--- config.mk ---
export PLATFORM = sky130hd
export DESIGN_NAME = tap_sequencer_flat
export DESIGN_NICKNAME = d
export VERILOG_FILES = /design/src/rtl/tap_sequencer_if.sv /design/src/rtl/tap_sequencer.sv /design/src/flat_wrapper.sv
export SDC_FILE = /design/constraint.sdc
export NUM_CORES = 1
export LEC_CHECK = 0
export ABC_AREA = 1
export BUFFER_PORTS_ARGS = -buffer_cell sky130_fd_sc_hd__buf_2
export CELL_PAD_IN_SITES_DETAIL_PLACEMENT = 1
export CELL_PAD_IN_SITES_GLOBAL_PLACEMENT = 2
export CORE_UTILIZATION = 28
export DETAILED_ROUTE_END_ITERATION = 8
export PLACE_DENSITY = 0.86
export SYNTH_ARGS = -nofsm -noshare
export SYNTH_HDL_FRONTEND = slang
export SYNTH_SLANG_ARGS = --single-unit
--- constraint.sdc ---
create_clock -name clk -period 2.45 [get_ports clk]
set_clock_uncertainty 0.1 [all_clocks]
set_input_delay 0.1225 -clock clk [delete_from_list [all_inputs] [get_ports clk]]
set_output_delay 0.1225 -clock clk [all_outputs]
set_load 0.02 [all_outputs]
--- src/rtl/tap_sequencer_if.sv ---
// Handshake/bus bundle between the tap sequencer and its delay line, MAC and output stage.
// With SYMMETRIC_FOLD_EN defined the bundle also carries mirror_count.
interface tap_sequencer_if #(
  parameter int NUM_TAPS = 64
);
  localparam int CNT_W = $clog2(NUM_TAPS);

  logic             in_valid;
  logic             in_ready;
  logic             phase_0;
  logic [CNT_W-1:0] current_count;
`ifdef SYMMETRIC_FOLD_EN
  logic [CNT_W-1:0] mirror_count;
`endif
  logic             acc_clear;
  logic             acc_en;
  logic             busy;
  logic             out_valid;
  logic             out_ready;

  modport master (
    input  in_valid,
    input  out_ready,
`ifdef SYMMETRIC_FOLD_EN
    output mirror_count,
`endif
    output in_ready,
    output phase_0,
    output current_count,
    output acc_clear,
    output acc_en,
    output busy,
    output out_valid
  );

  modport slave (
    output in_valid,
    output out_ready,
`ifdef SYMMETRIC_FOLD_EN
    input  mirror_count,
`endif
    input  in_ready,
    input  phase_0,
    input  current_count,
    input  acc_clear,
    input  acc_en,
    input  busy,
    input  out_valid
  );
endinterface

--- src/rtl/tap_sequencer.sv ---
// Per-band delay-line read sequencer: sample handshake, tap scan, MAC drain, frame-done handshake.
// SYMMETRIC_FOLD_EN: half-length scan plus a registered mirror_count read index.
module tap_sequencer #(
  parameter int NUM_TAPS    = 64,
  parameter int MAC_LATENCY = 2
) (
  input  logic            clk,
  input  logic            rst,
  tap_sequencer_if.master bus
);
  localparam int CNT_W = $clog2(NUM_TAPS);
  localparam int DW    = (MAC_LATENCY > 1) ? $clog2(MAC_LATENCY) : 1;
  localparam logic [DW-1:0] DRAIN_LAST = DW'((MAC_LATENCY > 0) ? MAC_LATENCY - 1 : 0);
`ifdef SYMMETRIC_FOLD_EN
  localparam logic [CNT_W-1:0] CNT_LAST = CNT_W'(NUM_TAPS / 2 - 1);
  localparam logic [CNT_W-1:0] MIR_TOP  = CNT_W'(NUM_TAPS - 1);
`else
  localparam logic [CNT_W-1:0] CNT_LAST = CNT_W'(NUM_TAPS - 1);
`endif

  typedef enum logic [1:0] {IDLE, SCAN, DRAIN, DONE} state_t;

  state_t           state, state_nxt;
  logic [CNT_W-1:0] cnt_q, cnt_nxt;
  logic [DW-1:0]    drain_q, drain_nxt;
  logic             clr_q, clr_nxt;
  logic             en_q, en_nxt;
  logic             ov_q, ov_nxt;
  logic             busy_q, busy_nxt;

  // Shift strobe coincides with the accepting edge; rst blocks the handshake.
  assign bus.in_ready      = (state == IDLE);
  assign bus.phase_0       = bus.in_valid & bus.in_ready & ~rst;
  assign bus.current_count = cnt_q;
  assign bus.acc_clear     = clr_q;
  assign bus.acc_en        = en_q;
  assign bus.out_valid     = ov_q;
  assign bus.busy          = busy_q;

  always_comb begin
    state_nxt = state;
    cnt_nxt   = cnt_q;
    drain_nxt = drain_q;
    clr_nxt   = 1'b0;
    en_nxt    = 1'b0;
    ov_nxt    = ov_q;
    unique case (state)
      IDLE: if (bus.in_valid) begin
        state_nxt = SCAN;
        cnt_nxt   = '0;
        en_nxt    = 1'b1;
        clr_nxt   = 1'b1;
      end
      SCAN: if (cnt_q == CNT_LAST) begin
        cnt_nxt   = '0;
        drain_nxt = '0;
        if (MAC_LATENCY == 0) begin
          state_nxt = DONE;
          ov_nxt    = 1'b1;
        end else begin
          state_nxt = DRAIN;
        end
      end else begin
        cnt_nxt = cnt_q + 1'b1;
        en_nxt  = 1'b1;
      end
      DRAIN: if (drain_q == DRAIN_LAST) begin
        state_nxt = DONE;
        ov_nxt    = 1'b1;
      end else begin
        drain_nxt = drain_q + 1'b1;
      end
      DONE: if (bus.out_ready) begin
        state_nxt = IDLE;
        ov_nxt    = 1'b0;
      end
      default: state_nxt = IDLE;
    endcase
    busy_nxt = (state_nxt != IDLE);
  end

  always_ff @(posedge clk) begin
    if (rst) begin
      state   <= IDLE;
      cnt_q   <= '0;
      drain_q <= '0;
      clr_q   <= 1'b0;
      en_q    <= 1'b0;
      ov_q    <= 1'b0;
      busy_q  <= 1'b0;
    end else begin
      state   <= state_nxt;
      cnt_q   <= cnt_nxt;
      drain_q <= drain_nxt;
      clr_q   <= clr_nxt;
      en_q    <= en_nxt;
      ov_q    <= ov_nxt;
      busy_q  <= busy_nxt;
    end
  end

`ifdef SYMMETRIC_FOLD_EN
  logic [CNT_W-1:0] mir_q;
  assign bus.mirror_count = mir_q;

  // Aligned with current_count; parked at 0 whenever the scan is not running.
  always_ff @(posedge clk) begin
    if (rst)                    mir_q <= '0;
    else if (state_nxt == SCAN) mir_q <= MIR_TOP - cnt_nxt;
    else                        mir_q <= '0;
  end
`endif
endmodule

--- src/flat_wrapper.sv ---
// flat-port wrapper written by rule: the top's interface ports become plain ports
module tap_sequencer_flat 
#(
  parameter int NUM_TAPS    = 64,
  parameter int MAC_LATENCY = 2
)
  (clk, rst, bus_in_valid, bus_out_ready, bus_in_ready, bus_phase_0, bus_current_count, bus_acc_clear, bus_acc_en, bus_busy, bus_out_valid);
  tap_sequencer_if #(.NUM_TAPS(NUM_TAPS)) bus_i ();
  input  logic clk;
  input  logic rst;
  input wire logic [$bits(bus_i.in_valid)-1:0] bus_in_valid;
  input wire logic [$bits(bus_i.out_ready)-1:0] bus_out_ready;
  output wire logic [$bits(bus_i.in_ready)-1:0] bus_in_ready;
  output wire logic [$bits(bus_i.phase_0)-1:0] bus_phase_0;
  output wire logic [$bits(bus_i.current_count)-1:0] bus_current_count;
  output wire logic [$bits(bus_i.acc_clear)-1:0] bus_acc_clear;
  output wire logic [$bits(bus_i.acc_en)-1:0] bus_acc_en;
  output wire logic [$bits(bus_i.busy)-1:0] bus_busy;
  output wire logic [$bits(bus_i.out_valid)-1:0] bus_out_valid;
  assign bus_i.in_valid = bus_in_valid;
  assign bus_i.out_ready = bus_out_ready;
  assign bus_in_ready = bus_i.in_ready;
  assign bus_phase_0 = bus_i.phase_0;
  assign bus_current_count = bus_i.current_count;
  assign bus_acc_clear = bus_i.acc_clear;
  assign bus_acc_en = bus_i.acc_en;
  assign bus_busy = bus_i.busy;
  assign bus_out_valid = bus_i.out_valid;
  tap_sequencer #(.NUM_TAPS(NUM_TAPS), .MAC_LATENCY(MAC_LATENCY)) u_core (.clk(clk), .rst(rst), .bus(bus_i));
endmodule
==> impl_results.md, run 1 <==
- Input/output buffers: 15
- Max-cap viol count: 0
- Placed Area: 698 um^2
- Setup CP Type: flip-flop to primary output
- Crit end category: primary output
- Largest net degree at the start of global routing: 9
- Non-filler cells, final: 129
- P_leak: 0.000346 uW
- Filler Cells Inserted: 263
- Pwr dens: 674 nW/um^2
- Max-slew violation count: 0
- Met3 usage: 6.67%
- Final instance area: 724 um^2
- Register area share after synthesis: 43.4%
- Post-route DRC: 0
- Crit path launch type: flip-flop
- YS warnings: 0
- Final min period: 1500 ps
- DRT iter0 DRCs: 6
- DRT Wirelength: 1330 um
- Root cell of the clock tree: clkbuf_4
- Final Setup Violations: 0
- Seq. cell area: 260 um^2
- Post-synth design cell area: 599 um^2
- Ant diodes: 0
- Met2 Track Usage GR: 25.3%
- Post-layout nets: 108
- GR Overflow Total: 0
- GR peak layer: met2
- WL per Instance: 10.3 um
- RSZ-0062 raised after global routing: no
- CTS buffer count: 3
- Initial Util: 30.2%
- Grt met1 use: 16.0%
- Die Footprint: 2330 um^2
- Die span in y: 48.3 um
- Initial DRT Pass Iterations: 4
- Flops & latches, synth: 13
- Peak Freq: 0.668 GHz
- Slew margin rel.: 75.0%
- Ports: 16
- Syn_nets: 90
- Skew-Pair Late Insertion Delay: 280 ps
- CTS tree: done
- Max Fanout on Critical Path: 8
- Final ANT Viol Nets: 0
- Post-Syn Instances: 85
- Worst path slowest cell: dfxtp_1
- Number of post-CTS setup repair buffers: 0
- Rows: 16
- WP data required: 2230 ps
- GP Congestion: 0.722
- Critical path data arrival time: 1280 ps
- Maximum vdd ir drop: 0.396 mV
- Layout area overhead: 20.9%
- First-pass GRT wire length: 2260 um
- Via count: 567
- Die span in x: 48.3 um
- Outcome: complete, no violations
- Setup TNS: 0 ps
- Placed insts: 125
- CTS clk-pin slew, worst paths: 90 ps
- Core area: 1980 um^2
- Share of cells above drive strength 1: 24.5%
- Multi-input gate area: 284 um^2
- CTS Buffer Depth: 2
- Hold buffers post-CTS: 0
- Via density: 4.40
- Post-detail-place hpwl: 1060 um
- Final hold violation count: 0
- Fin crit share: 61.1%
- Hold Crit Class: input port to flip-flop
- H-tree levels: 1
- All-layer global routing usage: 14.8%
- Worst-margin pin slew: 373 ps
- Post-synth cell types: 17
- Crit-path max cell delay: 400 ps
- Initial antenna violation count: 0
- Synth Area per Inst: 7.05 um^2
- Crit path cell chain: nor2_2 > nand2_1 > nor2_1 > buf_2
- Post_cts resized: 0
- Vias in the first global route: 556
- Clock sink total: 13
- Final Total Pwr: 489 uW
-- through the flow --
step	hold slack (ps)	util, %	worst slack (ps)
floorplan	194	-	1050
global placement	311	35.2	1140
detailed placement	311	35.2	1110
CTS	2.00	36.6	926
global route	2.22	36.6	824
finish	14.5	36.6	952
-- final cells by class --
| cell class | count | share of cell area (%) |
|---|---|---|
| timing repair buffer | 15 | 10.4 |
| sequential | 13 | 35.9 |
| clock buffer | 4 | 3.63 |
| multi-input combinational | 58 | 39.2 |
| tap | 27 | 4.66 |
| inverter | 12 | 6.22 |
-- registers in the layout, indices dropped and copies added, names as in the netlist --
name	flops
u_core.bus.acc_clear	1
u_core.bus.acc_en	1
u_core.bus.busy	1
u_core.bus.current_count	6
u_core.bus.out_valid	1
u_core.drain_q	1
u_core.state	2
-- routing by layer --
| layer | vias up | share of wire [%] |
|---|---|---|
| met5 | - | 0 |
| met2 | 13 | 47 |
| met4 | 0 | 0.98 |
| li1 | 303 | - |
| met1 | 249 | 46 |
| met3 | 2 | 5.2 |
-- kinds of logic after synthesis --
logic type	Yosys count	share of synthesized area, %
and+or+nand+nor	43	30.7
AOI/OAI and AO/OA	14	14.6
buffers and inverters	14	9.19
DFF	13	43.4
adders and majority gates	1	2.09
-- cell usage in the layout, fill, tap and decap left out --
cell,count
nor3_1,1
clkinv_1,1
o21bai_4,1
nor2_1,7
nand3b_1,2
a21oi_2,1
clkbuf_4,3
clkbuf_1,1
dfxtp_1,13
ha_1,1
nand3_1,7
a21oi_1,7
inv_2,3
o21ai_0,3
nor2_2,2
inv_1,8
buf_2,15
nand2_1,24
o21ai_1,2
-- path summary, 6_finish.rpt --
kind,endpoint,startpoint,cells after the start,slack [ps]
worst min-delay path,u_core.bus.current_count[1],rst,2,10
worst max-delay path,bus_phase_0,u_core.state[1],4,950
worst max register to register,u_core.bus.busy,u_core.bus.current_count[1],6,1100
worst min register to register,u_core.bus.out_valid,u_core.bus.out_valid,2,370
-- Yosys cell counts (all sizes together) --
| cell type | instances | area share [%] |
|---|---|---|
| dfxtp | 13 | 43 |
| nor3 | 1 | 0.83 |
| nor2 | 9 | 6.5 |
| o21ai | 5 | 4.2 |
| nand3 | 7 | 5.8 |
| ha | 1 | 2.1 |
| inv | 11 | 6.9 |
| buf | 2 | 1.7 |
| a21oi | 8 | 7.3 |
| nand2 | 24 | 15 |
| nand3b | 2 | 2.5 |
| o21bai | 1 | 3.1 |
| clkinv | 1 | 0.63 |
-- critical path, delay by kind of cell, from the launching register on --
kind | cells | cell delay, ps
buffers and inverters | 1 | 170
AND/OR/NAND/NOR | 3 | 430
flip-flops | 1 | 400
-- report_power, final --
group	switching (uW)	internal (uW)
sequential	15.2	229
clock	75.5	63.2
combinational	69.3	36.5
(Power assumes the default switching activity.)
==> run 2: changes to the inputs <==
- CORE_UTILIZATION: 28 -> 23
- PLACE_DENSITY: 0.86 -> 0.77
- clock period: 2.45 -> 1.3 ns (I/O delays scaled with it)
==> run 2 against run 1 <==
  * First-iteration DRC count fell by 50%
  * Routed wire length up 29%
  * Worst hold slack improved by 22 ps
  * Utilization up 0.16 points
  * Sequential power is 90% higher
  * Count of clock-buffer cells in the layout unchanged
  * Power increased by 110%
  * Combinational power grew to 3.0 times the previous value
  * Critical endpoint is now u_core.bus.busy
==> impl_results.md, run 2 (synthesis gave the netlist of run 1 again) <==
- Post-detail-place hpwl: 1230 um (was 1060 um)
- Fin crit share: 97.3%
- Seq. cell area: 269 um^2 (was 260 um^2)
- CTS buffer count: 3 (unchanged)
- Commonest non-fill, non-tap cells in the layout: nand2_1 (19), buf_2 (14), buf_4 (9), inv_1 (8), dfxtp_1 (8) (was nand2_1 (24), buf_2 (15), dfxtp_1 (13), inv_1 (8))
- Input/output buffers: 15 (unchanged)
- Layout area overhead: 51.8% (was 20.9%)
- Post-route DRC: 0 (unchanged)
- Max-slew violation count: 0 (unchanged)
- Core area: 2480 um^2 (was 1980 um^2)
- Initial antenna violation count: 0 (unchanged)
- Setup ws final: 35.0 ps (was 952 ps)
- P_leak: 0.000428 uW (was 0.000346 uW)
- Rows: 18 (was 16)
- Non-filler cells, final: 143 (was 129)
- Peak Freq: 0.791 GHz
- DP Worst Slack: -2.18 ps (was 1110 ps)
- DRT Wirelength: 1730 um (was 1330 um)
- Via density: 4.60 (was 4.40)
- Ant diodes: 0 (unchanged)
- Share of cells above drive strength 1: 46.0% (was 24.5%)
- Final Setup Violations: 0 (unchanged)
- CTS clk-pin slew, worst paths: 80 ps (was 90 ps)
- All-layer global routing usage: 13.6% (was 14.8%)
- Setup TNS: 0 ps (unchanged)
- Max-cap viol count: 0 (unchanged)
- RSZ-0062 raised after global routing: yes (was no)
- Filler Cells Inserted: 314 (was 263)
- Final Util: 36.7% (was 36.6%)
- Via count: 658 (was 567)
- Crit end category: flip-flop (was primary output)
- Skew-Pair Late Insertion Delay: 280 ps (about the same)
- WP data required: 1390 ps (was 2230 ps)
- Final min period: 1260 ps
- Root cell of the clock tree: clkbuf_4 (unchanged)
- Outcome: complete, no violations (unchanged)
- GP Congestion: 0.703 (was 0.722)
- Ports: 16 (unchanged)
- DRT iter0 DRCs: 3 (was 6)
- Final hold violation count: 0 (unchanged)
- Largest net degree at the start of global routing: 9 (unchanged)
- Multi-input gate area: 363 um^2 (was 284 um^2)
- Die span in x: 53.0 um (was 48.3 um)
- Critical path data arrival time: 1350 ps (was 1280 ps)
- Max Fanout on Critical Path: 4 (was 8)
- Clock sink total: 13 (unchanged)
- Post-layout nets: 119 (was 108)
- H-tree levels: 1 (unchanged)
- Most common cell after layout, fill and taps aside: nand2_1 (unchanged)
- CTS Buffer Depth: 2 (unchanged)
- Die Footprint: 2810 um^2 (was 2330 um^2)
- Hold Crit Class: input port to flip-flop (unchanged)
- Setup CP Type: flip-flop to flip-flop (was flip-flop to primary output)
- Placed insts: 132 (was 125)
- GR Overflow Total: 0 (unchanged)
- Crit path launch type: flip-flop (unchanged)
- Largest register FFs: 6 (unchanged)
- First-pass GRT wire length: 2650 um (was 2260 um)
- Initial DRT Pass Iterations: 3 (was 4)
- WL per Instance: 12.1 um (was 10.3 um)
- Pwr dens: 1140 nW/um^2 (was 674 nW/um^2)
- Die span in y: 53.0 um (was 48.3 um)
- Worst-margin pin slew: 241 ps (was 373 ps)
- Final ANT Viol Nets: 0 (unchanged)
- Vias in the first global route: 632 (was 556)
- Slew margin rel.: 83.9% (was 75.0%)
- Initial Util: 24.2% (was 30.2%)
- Hold WS: 36.3 ps (was 14.5 ps)
- Maximum vdd ir drop: 0.596 mV (was 0.396 mV)
- CTS tree: done (unchanged)
==> run 2: cell types whose count changed in the layout (fill, tap and decap cells not counted), sizes merged <==
cell / change
dlygate4sd3: +2
buf: +9
==> run 2: critical path, cell delays in order (launching register included) <==
cell	delay [ps]
dfxtp_2	360
ha_4	170
nand3_4	100
o21bai_4	200
nand3_2	90
nand2_2	90
nand2_2	50
==> run 2: layout make-up <==
class / instances / share of cell area (%)
well taps: 30 / 4.13
clock buffers: 4 / 2.89
multi-input cells: 58 / 39.9
inverters: 12 / 4.95
flip-flops and latches: 13 / 29.6
repair buffers: 26 / 18.6
==> run 2: worst paths after layout <==
| path | cells after the start | from | to | slack (ps) |
|---|---|---|---|---|
| max | 6 | u_core.bus.current_count[1] | u_core.bus.busy | 40 |
| min | 4 | bus_out_ready | u_core.bus.out_valid | 40 |
| max reg2reg | 6 | u_core.bus.current_count[1] | u_core.bus.busy | 40 |
| min reg2reg | 2 | u_core.bus.out_valid | u_core.bus.out_valid | 370 |
==> run 2: metal layers <==
layer	share of wire [%]	GRT usage, %	wire length, um	up-vias
met2	48	23.0	830	15
met4	2.1	7.89	36	0
met5	0	0	0	-
met3	3.2	3.45	55	5
met1	46	15.3	802	313
li1	-	-	-	325
==> run 2: report_power, final <==
group	leakage [uW]	internal (uW)	switching (uW)
Combinational	0.000305	138	177
Sequential	0.000109	435	28.2
Clock	0.0000150	119	143
Total	0.000428	692	348
==> run 2: per-stage QoR <==
step | area [um^2] | power, uW
after floorplan | 604 | 614
after global placement | 737 | 694
after detailed placement | 737 | 699
after CTS | 806 | 991
after global routing | 910 | 1100
final | 910 | 1040
==> run 2: timing repair <==
item | CTS | global route
endpoints found under the hold margin | 5 | 0
hold buffers | 2 | 0
buffers inserted | 0 | 5
gates resized for setup | 8 | 16
pin swaps | 1 | 5
setup endpoints to repair | 3 | 6
==> run 3: changes to the inputs <==
- CELL_PAD_IN_SITES_DETAIL_PLACEMENT: 1 -> 0
- CELL_PAD_IN_SITES_GLOBAL_PLACEMENT: 2 -> 1
- CORE_UTILIZATION: 23 -> 30
==> run 3 against run 2 <==
  * Fmax is 0.39% higher
  * Combinational power shrank 13%
  * Routed wire length decreased by 15%
  * Critical path depth did not move
  * Sequential share of layout area grew 2.0 points
  * Flip-flop and latch count unchanged
  * Global-route usage grew 1.5 points
  * Count of clock-buffer cells in the layout shrank 1
  * Largest power group unchanged
  * Cell count shrank 6.3%
  * Utilization rose by 11 points
  * Worst hold slack got worse by 11 ps
  * Highest routed layer unchanged
==> impl_results.md, run 3 (synthesis gave the netlist of run 1 again) <==
- Vias in the first global route: 504 (was 632)
- DRT Wirelength: 1470 um (was 1730 um)
- Die span in y: 46.7 um (was 53.0 um)
- Ports: 16 (unchanged)
- Crit-path max cell delay: 360 ps (about the same)
- Max-cap viol count: 0 (unchanged)
- Largest net degree at the start of global routing: 9 (unchanged)
- CTS Buffer Depth: 2 (unchanged)
- Max-slew violation count: 0 (unchanged)
- CTS buffer count: 3 (unchanged)
- Setup TNS: 0 ps (unchanged)
- Initial DRT Pass Iterations: 4 (was 3)
- P_leak: 0.000393 uW (was 0.000428 uW)
- All-layer global routing usage: 15.1% (was 13.6%)
- DRT iter0 DRCs: 5 (was 3)
- Crit path from: u_core.state[1] (was u_core.bus.current_count[1])
- Filler Cells Inserted: 211 (was 314)
- Most common cell after layout, fill and taps aside: nand2_1 (unchanged)
- Gate power share: 27.5% (was 30.3%)
- Max Fanout on Critical Path: 7 (was 4)
- Setup crit end: u_core.bus.busy (unchanged)
- Clock sink total: 13 (unchanged)
- Input/output buffers: 15 (unchanged)
- Setup CP Type: flip-flop to flip-flop (unchanged)
- Final Total Pwr: 1000 uW (was 1040 uW)
- Critical path data arrival time: 1340 ps (was 1350 ps)
- Worst path slowest cell: dfxtp_4 (was dfxtp_2)
- Final min period: 1260 ps (about the same)
- Final Setup Violations: 0 (unchanged)
- CTS tree: done (unchanged)
- Post-layout nets: 115 (was 119)
- Final hold violation count: 0 (unchanged)
- Crit end category: flip-flop (unchanged)
- Post-detail-place hpwl: 977 um (was 1230 um)
- Initial antenna violation count: 0 (unchanged)
- Crit path launch type: flip-flop (unchanged)
- First-pass GRT wire length: 2260 um (was 2650 um)
- WL per Instance: 10.9 um (was 12.1 um)
- Crit path cell chain: buf_4 > inv_2 > nand2_1 > o21bai_4 > nand3b_1 > nand2_1 (was ha_4 > nand3_4 > o21bai_4 > nand3_2 > nand2_2 > nand2_2)
- Flop pwr share: 46.3% (was 44.5%)
- Share of cells above drive strength 1: 42.2% (was 46.0%)
- Final ANT Viol Nets: 0 (unchanged)
- Switching Fraction: 33.8% (was 33.5%)
- RSZ-0062 raised after global routing: yes (unchanged)
- Initial Util: 33.3% (was 24.2%)
- Rows: 15 (was 18)
- Ant diodes: 0 (unchanged)
- Hold Path Origin: bus_out_ready (unchanged)
- DP Worst Slack: 10.8 ps (was -2.18 ps)
- Via count: 623 (was 658)
- WP data required: 1380 ps (was 1390 ps)
- Reg2reg setup slack: 40 ps (about the same)
- Commonest non-fill, non-tap cells in the layout: nand2_1 (20), buf_2 (14), dfxtp_1 (9), inv_1 (8), a21oi_1 (7) (was nand2_1 (19), buf_2 (14), buf_4 (9), inv_1 (8), dfxtp_1 (8))
- Layout area overhead: 43.0% (was 51.8%)
- Psw: 338 uW (was 348 uW)
- Slew margin rel.: 82.9% (was 83.9%)
- CTS clk-pin slew, worst paths: 90 ps (was 80 ps)
- Hold Crit Class: input port to flip-flop (unchanged)
- R2r startpoint: u_core.state[1] (was u_core.bus.current_count[1])
- GP Congestion: 0.735 (was 0.703)
- H-tree levels: 1 (unchanged)
- Setup ws final: 40.0 ps (was 35.0 ps)
- Root cell of the clock tree: clkbuf_4 (unchanged)
- Outcome: complete, no violations (unchanged)
- Peak Freq: 0.794 GHz (was 0.791 GHz)
- Post-route DRC: 0 (unchanged)
- Skew-Pair Late Insertion Delay: 280 ps (about the same)
- Die span in x: 46.7 um (was 53.0 um)
- Core area: 1800 um^2 (was 2480 um^2)
- Pwr dens: 1170 nW/um^2 (was 1140 nW/um^2)
- Via density: 4.65 (was 4.60)
- Worst-margin pin slew: 256 ps (was 241 ps)
- FF-to-FF End: u_core.bus.busy (unchanged)
- Largest register FFs: 6 (unchanged)
- Fin crit share: 96.9% (was 97.3%)
- Die Footprint: 2180 um^2 (was 2810 um^2)
- Maximum vdd ir drop: 0.845 mV (was 0.596 mV)
- Final Util: 47.6% (was 36.7%)
- Clock power share: 26.2% (was 25.2%)
- GR Overflow Total: 0 (unchanged)
- FF-to-FF path depth: 6 (unchanged)
- Internal: 662 uW (was 692 uW)
- Most frequent CP cell: nand2_1 (was nand2_2)
run 3: cell count changes in the layout (fill, tap and decap cells not counted), sizes merged:
| cell | before | now |
|---|---|---|
| buf | 24 | 20 |
| clkbuf | 4 | 3 |
| clkinv | 1 | 2 |
run 3: final cells by class:
class                           count  area [um^2]  share of cell area [%]
Multi-Input combinational cell     58          348                    40.6
Sequential cell                    13          270                    31.5
Timing Repair Buffer               22          135                    15.8
Inverter                           12         45.0                    5.26
Tap cell                           25         31.3                    3.65
Clock buffer                        3         22.5                    2.63
Clock inverter                      1         5.00                   0.584
run 3: worst min-delay path by stage:
stage	cells after the start	endpoint	slack (ps)
2_1_floorplan	3	u_core.bus.current_count[4]	140
3_3_place_gp	2	u_core.bus.current_count[1]	260
3_5_place_dp	2	u_core.bus.current_count[1]	260
4_1_cts	4	u_core.bus.current_count[4]	3
5_1_grt	4	u_core.bus.out_valid	60
6_report	4	u_core.bus.out_valid	30
run 3: what timing repair did:
action                                  CTS  global route
hold buffers                              1             1
pin swaps                                 0             2
setup buffers                             1             2
gates resized for setup                   7            12
endpoints found under the setup margin    2             5
hold endpoints to repair                  5             1
run 3: worst max-delay path: cells and delay by family (launching register included):
kind / cells / cell delay, ps
compound gates: 1 / 200
buf+inv: 2 / 230
flops: 1 / 360
simple gates: 3 / 270
run 3: metal layers:
| layer | GRT usage [%] | up-vias | routed length [um] |
|---|---|---|---|
| li1 | - | 319 | - |
| met1 | 20.9 | 287 | 708 |
| met2 | 21.1 | 13 | 652 |
| met3 | 5.88 | 4 | 74 |
| met4 | 5.14 | 0 | 31 |
| met5 | 0 | - | 0 |
run 3: metrics by stage:
stage / instance area [um^2] / hold WS, ps / std cells
2_1_floorplan: 604 / 136 / 85
3_3_place_gp: 716 / 257 / 125
3_5_place_dp: 716 / 263 / 125
4_1_cts: 781 / 2.53 / 131
5_1_grt: 857 / 57.7 / 134
6_report: 857 / 25.3 / 134
run 3: power by group through the flow:
| stage | registers, uW | logic, uW | clock network [uW] |
|---|---|---|---|
| after floorplan | 486 | 128 | 0 |
| after global placement | 469 | 209 | 0 |
| after detailed placement | 471 | 210 | 0 |
| after CTS | 460 | 233 | 271 |
| after global routing | 469 | 301 | 285 |
| final | 464 | 275 | 262 |
